--- config.mk ---
export PLATFORM = sky130hd
export DESIGN_NAME = dma_audio_fifo_gen
export DESIGN_NICKNAME = d
export VERILOG_FILES = /design/src/rtl/dma_audio_fifo_gen.sv
export SDC_FILE = /design/constraint.sdc
export NUM_CORES = 1
export LEC_CHECK = 0
export CAP_MARGIN = 0
export CELL_PAD_IN_SITES_DETAIL_PLACEMENT = 1
export CELL_PAD_IN_SITES_GLOBAL_PLACEMENT = 2
export CORE_ASPECT_RATIO = 0.75
export CORE_MARGIN = 5
export CORE_UTILIZATION = 49
export CTS_BUF_LIST = sky130_fd_sc_hd__clkbuf_4
export DETAILED_ROUTE_END_ITERATION = 8
export GPL_ROUTABILITY_DRIVEN = 0
export PLACE_DENSITY_LB_ADDON = 0.1
export SLEW_MARGIN = 5
export SYNTH_ARGS = -nofsm -noshare
export SYNTH_HDL_FRONTEND = slang
export SYNTH_SLANG_ARGS = --single-unit
--- constraint.sdc ---
create_clock -name clk32 -period 14.2 [get_ports clk32]
set_clock_uncertainty 0.1 [all_clocks]
set_input_delay 4.26 -clock clk32 [delete_from_list [all_inputs] [get_ports clk32]]
set_output_delay 4.26 -clock clk32 [all_outputs]
set_load 0.01 [all_outputs]
--- src/rtl/dma_audio_fifo_gen.sv ---
// DMA sound back end: a word FIFO filled by sound loads and drained at a
// selectable sample rate, producing unsigned 8-bit stereo or mono samples.
module dma_audio_fifo_gen #(
  parameter int DEPTH_BITS = 3,
  parameter int BASE_DIV   = 640,
  parameter int SREQ_GAP   = 0
) (
  input  logic                  clk32,
  input  logic                  reset,
  input  logic [2:0]            mode,
  input  logic                  SLOAD_N,
  input  logic [15:0]           MDIN,
  input  logic                  flush,
  input  logic                  clr_flags,
  output logic                  SREQ,
  output logic [DEPTH_BITS:0]   level,
  output logic                  underrun,
  output logic                  overrun,
  output logic                  sample_strobe,
  output logic [7:0]            audio_left,
  output logic [7:0]            audio_right
);

  localparam int PW    = DEPTH_BITS + 1;
  localparam int CNT_W = (BASE_DIV > 1) ? $clog2(BASE_DIV) : 1;
  localparam logic [PW-1:0]    CAP      = PW'(2 ** DEPTH_BITS);
  localparam logic [PW-1:0]    GAP      = PW'(SREQ_GAP);
  localparam logic [CNT_W-1:0] CNT_LAST = CNT_W'(BASE_DIV - 1);

  logic [15:0]      mem [2 ** DEPTH_BITS];
  logic [PW-1:0]    wp, rp;
  logic             sload_d, mono_d, bytesel;
  logic [CNT_W-1:0] base_cnt;
  logic [2:0]       div;

  logic        base_tick, rate_hit, tick, mono;
  logic        empty, full, ld, take, starve, pop, push, drop;
  logic [15:0] head;
  logic [7:0]  mono_byte;

  // Signed PCM byte to offset-binary DAC code.
  function automatic logic [7:0] to_offset_binary(input logic signed [7:0] s);
    return 8'(s) ^ 8'h80;
  endfunction

  assign level = wp - rp;
  assign empty = (level == '0);
  assign full  = (level == CAP);
  assign SREQ  = (CAP - level) > GAP;

  assign base_tick = (base_cnt == CNT_LAST);

  always_comb begin
    rate_hit = 1'b0;
    case (mode[1:0])
      2'b11:   rate_hit = 1'b1;
      2'b10:   rate_hit = (div[0] == 1'b0);
      2'b01:   rate_hit = (div[1:0] == 2'b00);
      default: rate_hit = (div == 3'b000);
    endcase
  end

  assign tick = base_tick & rate_hit;
  assign mono = mode[2];

  // Flush outranks every FIFO event, including flag-setting ones.
  assign take   = tick & ~empty & ~flush;
  assign starve = tick & empty & ~flush;
  assign pop    = take & (~mono | bytesel);
  assign ld     = sload_d & ~SLOAD_N;
  assign push   = ld & (~full | pop) & ~flush;
  assign drop   = ld & full & ~pop & ~flush;

  assign head      = mem[rp[DEPTH_BITS-1:0]];
  assign mono_byte = bytesel ? head[7:0] : head[15:8];

  // Stage p0: FIFO write
  always_ff @(posedge clk32) begin
    if (push) mem[wp[DEPTH_BITS-1:0]] <= MDIN;
  end

  // Stage p1: pointers, timebase, flags and sample output registers
  always_ff @(posedge clk32) begin
    if (reset) begin
      wp            <= '0;
      rp            <= '0;
      sload_d       <= 1'b1;
      mono_d        <= mode[2];
      base_cnt      <= '0;
      div           <= '0;
      bytesel       <= 1'b0;
      underrun      <= 1'b0;
      overrun       <= 1'b0;
      sample_strobe <= 1'b0;
      audio_left    <= 8'h80;
      audio_right   <= 8'h80;
    end else begin
      sload_d  <= SLOAD_N;
      mono_d   <= mode[2];
      base_cnt <= base_tick ? '0 : base_cnt + 1'b1;
      if (base_tick) div <= div + 3'd1;

      if (flush) begin
        wp <= '0;
        rp <= '0;
      end else begin
        if (push) wp <= wp + 1'b1;
        if (pop)  rp <= rp + 1'b1;
      end

      if (flush || (mono != mono_d)) bytesel <= 1'b0;
      else if (take && mono)          bytesel <= ~bytesel;

      sample_strobe <= take;
      if (take) begin
        audio_left  <= to_offset_binary(mono ? mono_byte : head[15:8]);
        audio_right <= to_offset_binary(mono ? mono_byte : head[7:0]);
      end

      underrun <= starve | (underrun & ~clr_flags);
      overrun  <= drop | (overrun & ~clr_flags);
    end
  end

endmodule

==> results of run 1 <==
==> state kept, by name (all words and copies together) (netlist names), named ones only <==
signal / flops
div: 3
sload_d: 1
overrun: 1
rp: 4
underrun: 1
base_cnt: 10
mem: 128
audio_right: 8
bytesel: 1
wp: 4
audio_left: 8
sample_strobe: 1
mono_d: 1
==> final cells by class <==
| cell class | instances | area (µm²) |
|---|---|---|
| diodes | 1 | 2.502 |
| clock buffers | 18 | 135.1 |
| clock inverters | 13 | 146.4 |
| fillers | 1335 | 6177 |
| inverters | 13 | 48.80 |
| multi-input cells | 225 | 2223 |
| flip-flops and latches | 174 | 4767 |
| well taps | 200 | 250.2 |
| repair buffers | 59 | 560.5 |
==> worst min-delay path by stage <==
stage,from,endpoint,slack [ns]
after floorplan,base_cnt[0],base_cnt[0],0.33
after global placement,audio_left[3],audio_left[3],0.34
after detailed placement,audio_left[3],audio_left[3],0.35
after CTS,audio_left[3],audio_left[3],0.37
after global routing,audio_left[2],audio_left[2],0.40
final,audio_left[6],audio_left[6],0.36
==> cells in the mapped netlist (all sizes together) (2+ instances only) <==
cell / number / area (µm²)
a2111oi: 2 / 36.29
a21oi: 25 / 125.1
a311oi: 2 / 23.77
a31o: 3 / 26.28
a31oi: 4 / 25.02
and2: 2 / 12.51
and3: 2 / 13.77
and4: 2 / 20.02
buf: 10 / 46.29
clkbuf: 8 / 30.03
dfxtp: 46 / 920.9
edfxtp: 128 / 3844
ha: 8 / 100.1
inv: 13 / 48.80
mux2i: 4 / 40.04
mux4: 48 / 1081
nand2: 41 / 153.9
nand3: 12 / 60.06
nand4: 5 / 46.29
nor2: 19 / 71.32
nor3: 4 / 20.02
nor4: 8 / 50.05
o21ai: 6 / 30.03
or3: 2 / 12.51
or4: 2 / 18.77
xnor2: 6 / 52.55
xor2: 7 / 61.31
==> per-stage QoR <==
stage	hold WS [ns]	util, %	worst slack, ns	area, µm²
global route	0.3987	56.84	6.395	8134
detailed placement	0.3501	54.85	6.848	7850
floorplan	0.3299	-	6.681	7067
finish	0.3634	56.84	6.645	8134
CTS	0.3668	56.82	6.615	8132
global placement	0.3394	54.85	6.954	7850
==> kinds of logic after synthesis <==
logic type	Yosys count	share of synthesized area, %
flip-flops	174	67.42
AND/OR/NAND/NOR	105	7.384
multiplexers	52	15.86
AO/OA/AOI/OAI	46	4.249
buffers and inverters	31	1.771
XOR/XNOR	13	1.611
adder cells (fa/ha/maj)	9	1.700
==> tightest hold or removal path, cell delays in order, from the launching register on <==
cell     delay [ns]
dfxtp_1        0.33
nand2_1        0.05
a21oi_1        0.05
==> routing by layer <==
metal  track usage [%]  share of wire [%]
met1             31.62                 47
met2             31.27                 46
met3             5.203                6.5
met4             4.246               0.68
met5                 0                  0
==> report_power, final <==
group	internal [mW]	leakage (nW)	switching (mW)
Sequential	0.548	1.53	0.00169
Combinational	0.0134	0.884	0.0182
Clock	0.121	0.154	0.164
==> metrics.cfg, run 1 <==
[route]
post_drt_wl_per_cell_um=23.49
viasPerCell=5.725
drt-pass1-iter-count=5
drc=0
via_count=4025
first_iter_violations=382
drt-total-wl_mm=16.52
ant_nets=0

[timing]
hold_viol=0
timing.final.crit_share_pct=53.21
finalSetupViolations=0
tightest_slew_ns=0.8701
fmax_mhz=132.4
slew_headroom_pct=41.99
fin_tns_setup_ns=0
rsz0062_at_grt=no
fin_crit_ns=7.555
finalMaxSlewViolations=0

[worst_setup_path]
rrSetupSlack_ns=10.60
cp_top_family=buffers and inverters
required_ns=9.84
r2r.worst_path.cells=8
crit_chain=inv_1, ha_1, fa_1, xor2_1, and3_1, nand3_1, clkdlybuf4s50_1
start_kind=register
cp.arrival_ns=3.20
timing.rr.start=wp[0]
crit_start=wp[0]
crit_buf_inv=2
endpoint_kind=primary output
slowest_stage=dfxtp_1
critPathKind=reg -> out
worst-path-stages=7
critPathMaxStageDelay_ns=0.54
path_max_fanout=7
r2r_end=mem[7][4]
worstSetupEndpoint=SREQ

[floorplanning]
core_um2=14310
row_count=38
io_pins=48
die_area_um2=16950
dieWidth_um=148.7
die_h_um=114
initial_core_util_pct=49.38

[clocking]
cts_resized=0
path_clk_slew_ns=0.14
cts_root_buf=clkbuf_4
clock_sinks=174
ctsLongestPathBuffers=2
cts_buffers=17
hold_buffers=0
cts_setup_buffers=0
cts_tree=built
cts_max_level=4
clk_latency_ns=0.55

[global_routing]
grtUsageTotal_pct=20.93
grt_max_degree=33
grt_pass1_wl_mm=25.79
grt_pass1_vias=4267
antenna_found_initial=1
gr-total-overflow=0

[logic_synthesis]
syn_nets=463
ys_ff_latch=174
synth_area_um2=7067
seq_area_frac_synth_pct=67.42
synth_edf_count=128
postSynth.asyncResetShare_pct=0
avgSynthCellArea_um2=16.43
synthFlopType=edfxtp_1
yosysWarnings=0
yosysUniqueCellTypes=45
syn-instance-count=430

[layout]
syn_to_final_growth_pct=15.10
num-nets-final=523
mostFrequentLayoutCells=edfxtp_1 (128), mux4_2 (48), clkdlybuf4s50_1 (47)
fin_cells=703
mostFrequentLayoutCell=edfxtp_1
drive_gt1_share_pct=21.51

[place]
dp.cells=671
hpwl_mm=11.62
port_buffers=47

[power_and_ir_drop]
power_uw=865.8
leakage_nw=2.566
power.density_nw_per_um2=106.4
ir_drop_uv=64.86

[run]
max_cap_viol_count=0

[min_path]
min_path_cells=2
min_path_type=reg -> reg

[outcome]
outcome=completed

Note: power is estimated with default switching activity, not from simulation.
==> inputs of run 2 (changes only) <==
CORE_UTILIZATION = 41   (was 49)
clock period = 6.2 ns   (was 14.2 ns; I/O delays follow)
==> metrics.cfg, run 2 (same netlist as run 1, synthesis figures left out) <==
[timing]
slew_headroom_pct=41.92  ; was 41.99%
finalMaxSlewViolations=0  ; unchanged
hold_viol=0  ; unchanged
fin_tns_setup_ns=0  ; unchanged
tightest_slew_ns=0.8712  ; was 0.8701 ns
timing.final.crit_share_pct=82.64
fmax_mhz=195.2
fin_crit_ns=5.124
rsz0062_at_grt=no  ; unchanged
setup_ws_ns=1.076  ; was 6.645 ns
finalSetupViolations=0  ; unchanged

[layout]
largest_reg_flops=128  ; unchanged
fin_cells=719  ; was 703
mostFrequentLayoutCells=edfxtp_1 (128), mux4_2 (48), clkdlybuf4s50_1 (47)  ; unchanged
mostFrequentLayoutCell=edfxtp_1  ; unchanged
antenna_cells=0  ; was 1
syn_to_final_growth_pct=15.07  ; was 15.10%
num-nets-final=524  ; was 523
drive_gt1_share_pct=22.02  ; was 21.51%
utilization_pct=48.18  ; was 56.84%
num-fill-cells=1628  ; was 1,335

[clocking]
ctsLongestPathBuffers=2  ; unchanged
clock_sinks=174  ; unchanged
hold_buffers=0  ; unchanged
cts_root_buf=clkbuf_4  ; unchanged
path_clk_slew_ns=0.14  ; about the same
cts_buffers=17  ; unchanged
cts_max_level=4  ; unchanged
cts_setup_buffers=0  ; unchanged
cts_resized=0  ; unchanged
clk_latency_ns=0.54  ; was 0.55 ns
cts_tree=built  ; unchanged

[global_routing]
grt_pass1_vias=4064  ; was 4,267
use_met1_pct=24.33  ; was 31.62%
grt_most_used_layer=met1  ; unchanged
use_met3_pct=3.606  ; was 5.203%
gr-total-overflow=0  ; unchanged
grtUsageTotal_pct=16.18  ; was 20.93%
grt_pass1_wl_mm=23.81  ; was 25.79 mm
grtUsageMet2_pct=23.90  ; was 31.27%
antenna_found_initial=0  ; was 1
grt_max_degree=33  ; unchanged

[floorplanning]
dieWidth_um=161.6  ; was 148.7 µm
die_area_um2=19990  ; was 16,950 µm²
initial_core_util_pct=41.87  ; was 49.38%
core_um2=16880  ; was 14,310 µm²
die_h_um=123.7  ; was 114 µm
row_count=41  ; was 38
io_pins=48  ; unchanged

[route]
drt-total-wl_mm=15.07  ; was 16.52 mm
via_count=3862  ; was 4,025
viasPerCell=5.371  ; was 5.725
drc=0  ; unchanged
first_iter_violations=250  ; was 382
drt-pass1-iter-count=4  ; was 5
post_drt_wl_per_cell_um=20.96  ; was 23.49 µm
ant_nets=0  ; unchanged

[worst_setup_path]
path_max_fanout=7  ; unchanged
critPathKind=reg -> out  ; unchanged
required_ns=4.24  ; was 9.84 ns
timing.rr.start=wp[0]  ; unchanged
start_kind=register  ; unchanged
endpoint_kind=primary output  ; unchanged
crit_start=wp[0]  ; unchanged
cp.arrival_ns=3.16  ; was 3.20 ns

[place]
dp.cells=687  ; was 671
pre_cts_ws_ns=1.127  ; was 6.848 ns
port_buffers=47  ; unchanged
hpwl_mm=10.41  ; was 11.62 mm

[power_and_ir_drop]
leakage_nw=2.551  ; was 2.566 nW
power.density_nw_per_um2=236.2  ; was 106.4 nW/µm²
ir_drop_uv=126.4  ; was 64.86 µV

[min_path]
min_path_type=reg -> reg  ; unchanged
holdCritStartpoint=audio_left[0]  ; was audio_left[6]

[outcome]
outcome=completed  ; unchanged

[run]
max_cap_viol_count=0  ; unchanged

-- run 2: cell type report --
cell class	instances	area, µm²	share of cell area [%]
Timing Repair Buffer	60	568.0	6.986
Sequential cell	174	4766	58.61
Clock inverter	13	116.4	1.431
Clock buffer	19	142.6	1.754
Multi-Input combinational cell	225	2221	27.31
Inverter	13	48.80	0.6001
Tap cell	215	269.0	3.308
-- run 2: worst paths after layout --
path | to | cells past startpoint | slack (ns)
setup / recovery | SREQ | 7 | 1.08
hold / removal | audio_left[0] | 2 | 0.36
setup reg to reg | mem[7][2] | 8 | 2.54
hold reg to reg | audio_left[0] | 2 | 0.36
-- run 2: stage by stage --
stage,cell area [µm²],hold WS [ns],total power [mW]
3_5_place_dp,7873,0.3477,1.354
5_1_grt,8132,0.3877,2.014
2_1_floorplan,7067,0.3299,1.314
4_1_cts,8132,0.3648,1.950
6_report,8132,0.3635,1.921
3_3_place_gp,7873,0.3398,1.352
-- run 2: routing by layer --
layer | part of all wire (%) | routed length, µm | up-vias
met5 | 0 | 0 | -
met4 | 0.38 | 57 | 0
met3 | 7.4 | 1118 | 4
met2 | 44 | 6624 | 87
met1 | 48 | 7272 | 1954
li1 | - | - | 1817
-- run 2: worst max-delay path, stage by stage (launching register included) --
cell             delay (ns)
dfxtp_1                0.52
inv_1                  0.23
ha_1                   0.30
fa_1                   0.38
xor2_1                 0.17
and3_1                 0.35
nand3_1                0.16
clkdlybuf4s50_1        0.52
-- run 2: power by group --
group          internal [mW]  total, mW  switching [mW]
Sequential              1.25       1.26         0.00365
Combinational         0.0306     0.0681          0.0375
Clock                  0.210      0.594           0.385
==> inputs of run 3 (changes only) <==
clock period = 4.7 ns   (was 6.2 ns; I/O delays follow)
==> metrics.cfg, run 3 (same netlist as run 1, synthesis figures left out) <==
[outcome]
outcome=completed  ; unchanged

[route]
ant_nets=0  ; unchanged
via_count=3958  ; was 3,862
drt-total-wl_mm=15.71  ; was 15.07 mm
drt-pass1-iter-count=5  ; was 4
first_iter_violations=281  ; was 250
post_drt_wl_per_cell_um=21.76  ; was 20.96 µm
drc=0  ; unchanged
viasPerCell=5.482  ; was 5.371

[global_routing]
grt_pass1_vias=4164  ; was 4,064
grt_pass1_wl_mm=24.87  ; was 23.81 mm
antenna_found_initial=1  ; was 0
gr-total-overflow=0  ; unchanged
grt_max_degree=33  ; unchanged
grtUsageTotal_pct=16.94  ; was 16.18%

[worst_setup_path]
start_kind=register  ; unchanged
slowest_stage=clkdlybuf4s50_1  ; was dfxtp_1
rrSetupSlack_ns=1.37  ; was 2.54 ns
crit_chain=inv_1, ha_1, fa_1, xor2_1, and3_2, nand3_1, clkdlybuf4s50_1  ; was inv_1, ha_1, fa_1, xor2_1, and3_1, nand3_1, clkdlybuf4s50_1
required_ns=3.19  ; was 4.24 ns
endpoint_kind=primary output  ; unchanged
cp.arrival_ns=2.90  ; was 3.16 ns
cp_top_family=buffers and inverters  ; unchanged
crit_buf_inv=2  ; unchanged
critPathKind=reg -> out  ; unchanged
critPathMaxStageDelay_ns=0.54  ; was 0.52 ns
path_max_fanout=7  ; unchanged

[clocking]
clk_latency_ns=0.55  ; was 0.54 ns
cts_max_level=4  ; unchanged
cts_tree=built  ; unchanged
cts_buffers=17  ; unchanged
cts_root_buf=clkbuf_4  ; unchanged
path_clk_slew_ns=0.16  ; was 0.14 ns
clock_sinks=174  ; unchanged
ctsLongestPathBuffers=2  ; unchanged

[min_path]
min_path_type=reg -> reg  ; unchanged

[layout]
drive_gt1_share_pct=23.08  ; was 22.02%
largest_reg_flops=128  ; unchanged
fin_area_um2=8180  ; was 8132 µm²
num-fill-cells=1638  ; was 1,628
num-nets-final=527  ; was 524
antenna_cells=0  ; unchanged
mostFrequentLayoutCell=edfxtp_1  ; unchanged
mostFrequentLayoutCells=edfxtp_1 (128), mux4_2 (48), clkdlybuf4s50_1 (47)  ; unchanged
syn_to_final_growth_pct=15.76  ; was 15.07%
fin_cells=722  ; was 719

[timing]
timing.final.crit_share_pct=93.74
fin_crit_ns=4.406
rsz0062_at_grt=no  ; unchanged
slew_headroom_pct=40.10  ; was 41.92%
tightest_slew_ns=0.8984  ; was 0.8712 ns
finalSetupViolations=0  ; unchanged
hold_viol=0  ; unchanged
fin_tns_setup_ns=0  ; unchanged
fmax_mhz=227.0
finalMaxSlewViolations=0  ; unchanged

[power_and_ir_drop]
leakage_nw=2.576  ; was 2.551 nW
power.density_nw_per_um2=317.6  ; was 236.2 nW/µm²
ir_drop_uv=197.4  ; was 126.4 µV
power_mw=2.598  ; was 1.921 mW

[floorplanning]
initial_core_util_pct=41.87  ; unchanged
row_count=41  ; unchanged
die_h_um=123.7  ; unchanged
die_area_um2=19990  ; unchanged
core_um2=16880  ; unchanged
dieWidth_um=161.6  ; unchanged
io_pins=48  ; unchanged

[place]
dp.cells=690  ; was 687
port_buffers=47  ; unchanged
hpwl_mm=11.13  ; was 10.41 mm
dpl_cell_area_um2=7895  ; was 7873 µm²

[run]
max_cap_viol_count=0  ; unchanged

## run 3: worst paths after layout
kind                 start             to  cells after the start
min          audio_left[1]  audio_left[1]                      2
max reg2reg          wp[0]      mem[2][1]                      9
max                  wp[0]           SREQ                      7
min reg2reg  audio_left[1]  audio_left[1]                      2
## run 3: final cells by class
type	count	area, µm²	area share, %
clock buffer	17	127.6	1.560
clock inverter	15	151.4	1.851
inverter	13	48.80	0.5965
multi-input combinational	225	2222	27.16
sequential	174	4771	58.32
tap	215	269.0	3.288
timing repair buffer	63	590.6	7.219
## run 3: tightest hold or removal path, delay by kind of cell (launching register included)
family / cells / cell delay, ns
AO/OA/AOI/OAI: 1 / 0.05
AND/OR/NAND/NOR: 1 / 0.05
flip-flops: 1 / 0.34
## run 3: repair_timing
| item | CTS | global route |
|---|---|---|
| endpoints found under the setup margin | 1 | 1 |
| hold buffers | 0 | 0 |
| gates resized for setup | 1 | 3 |
| buffers inserted | 0 | 0 |
| endpoints found under the hold margin | 0 | 0 |
## run 3: through the flow
stage	util (%)	hold slack, ns	setup WS [ns]
detailed placement	46.78	0.3484	0.5822
global placement	46.78	0.3390	0.6342
global route	48.47	0.3843	0.02969
floorplan	-	0.3299	0.03143
finish	48.47	0.3649	0.2942
CTS	48.44	0.3676	0.08201
## run 3: where the power goes
part / internal (mW) / total (mW) / leakage (nW) / switching, mW
logic: 0.0406 / 0.0934 / 0.905 / 0.0529
registers: 1.66 / 1.66 / 1.53 / 0.00471
clock network: 0.282 / 0.845 / 0.142 / 0.562
total: 1.98 / 2.60 / 2.58 / 0.620
## run 3: per-layer routing
metal / vias to the layer above / GRT usage, % / routed length [µm]
met1: 2047 / 24.55 / 7599
met5: - / 0 / 0
li1: 1818 / - / -
met3: 10 / 3.936 / 729
met2: 83 / 26.00 / 7248
met4: 0 / 4.742 / 136
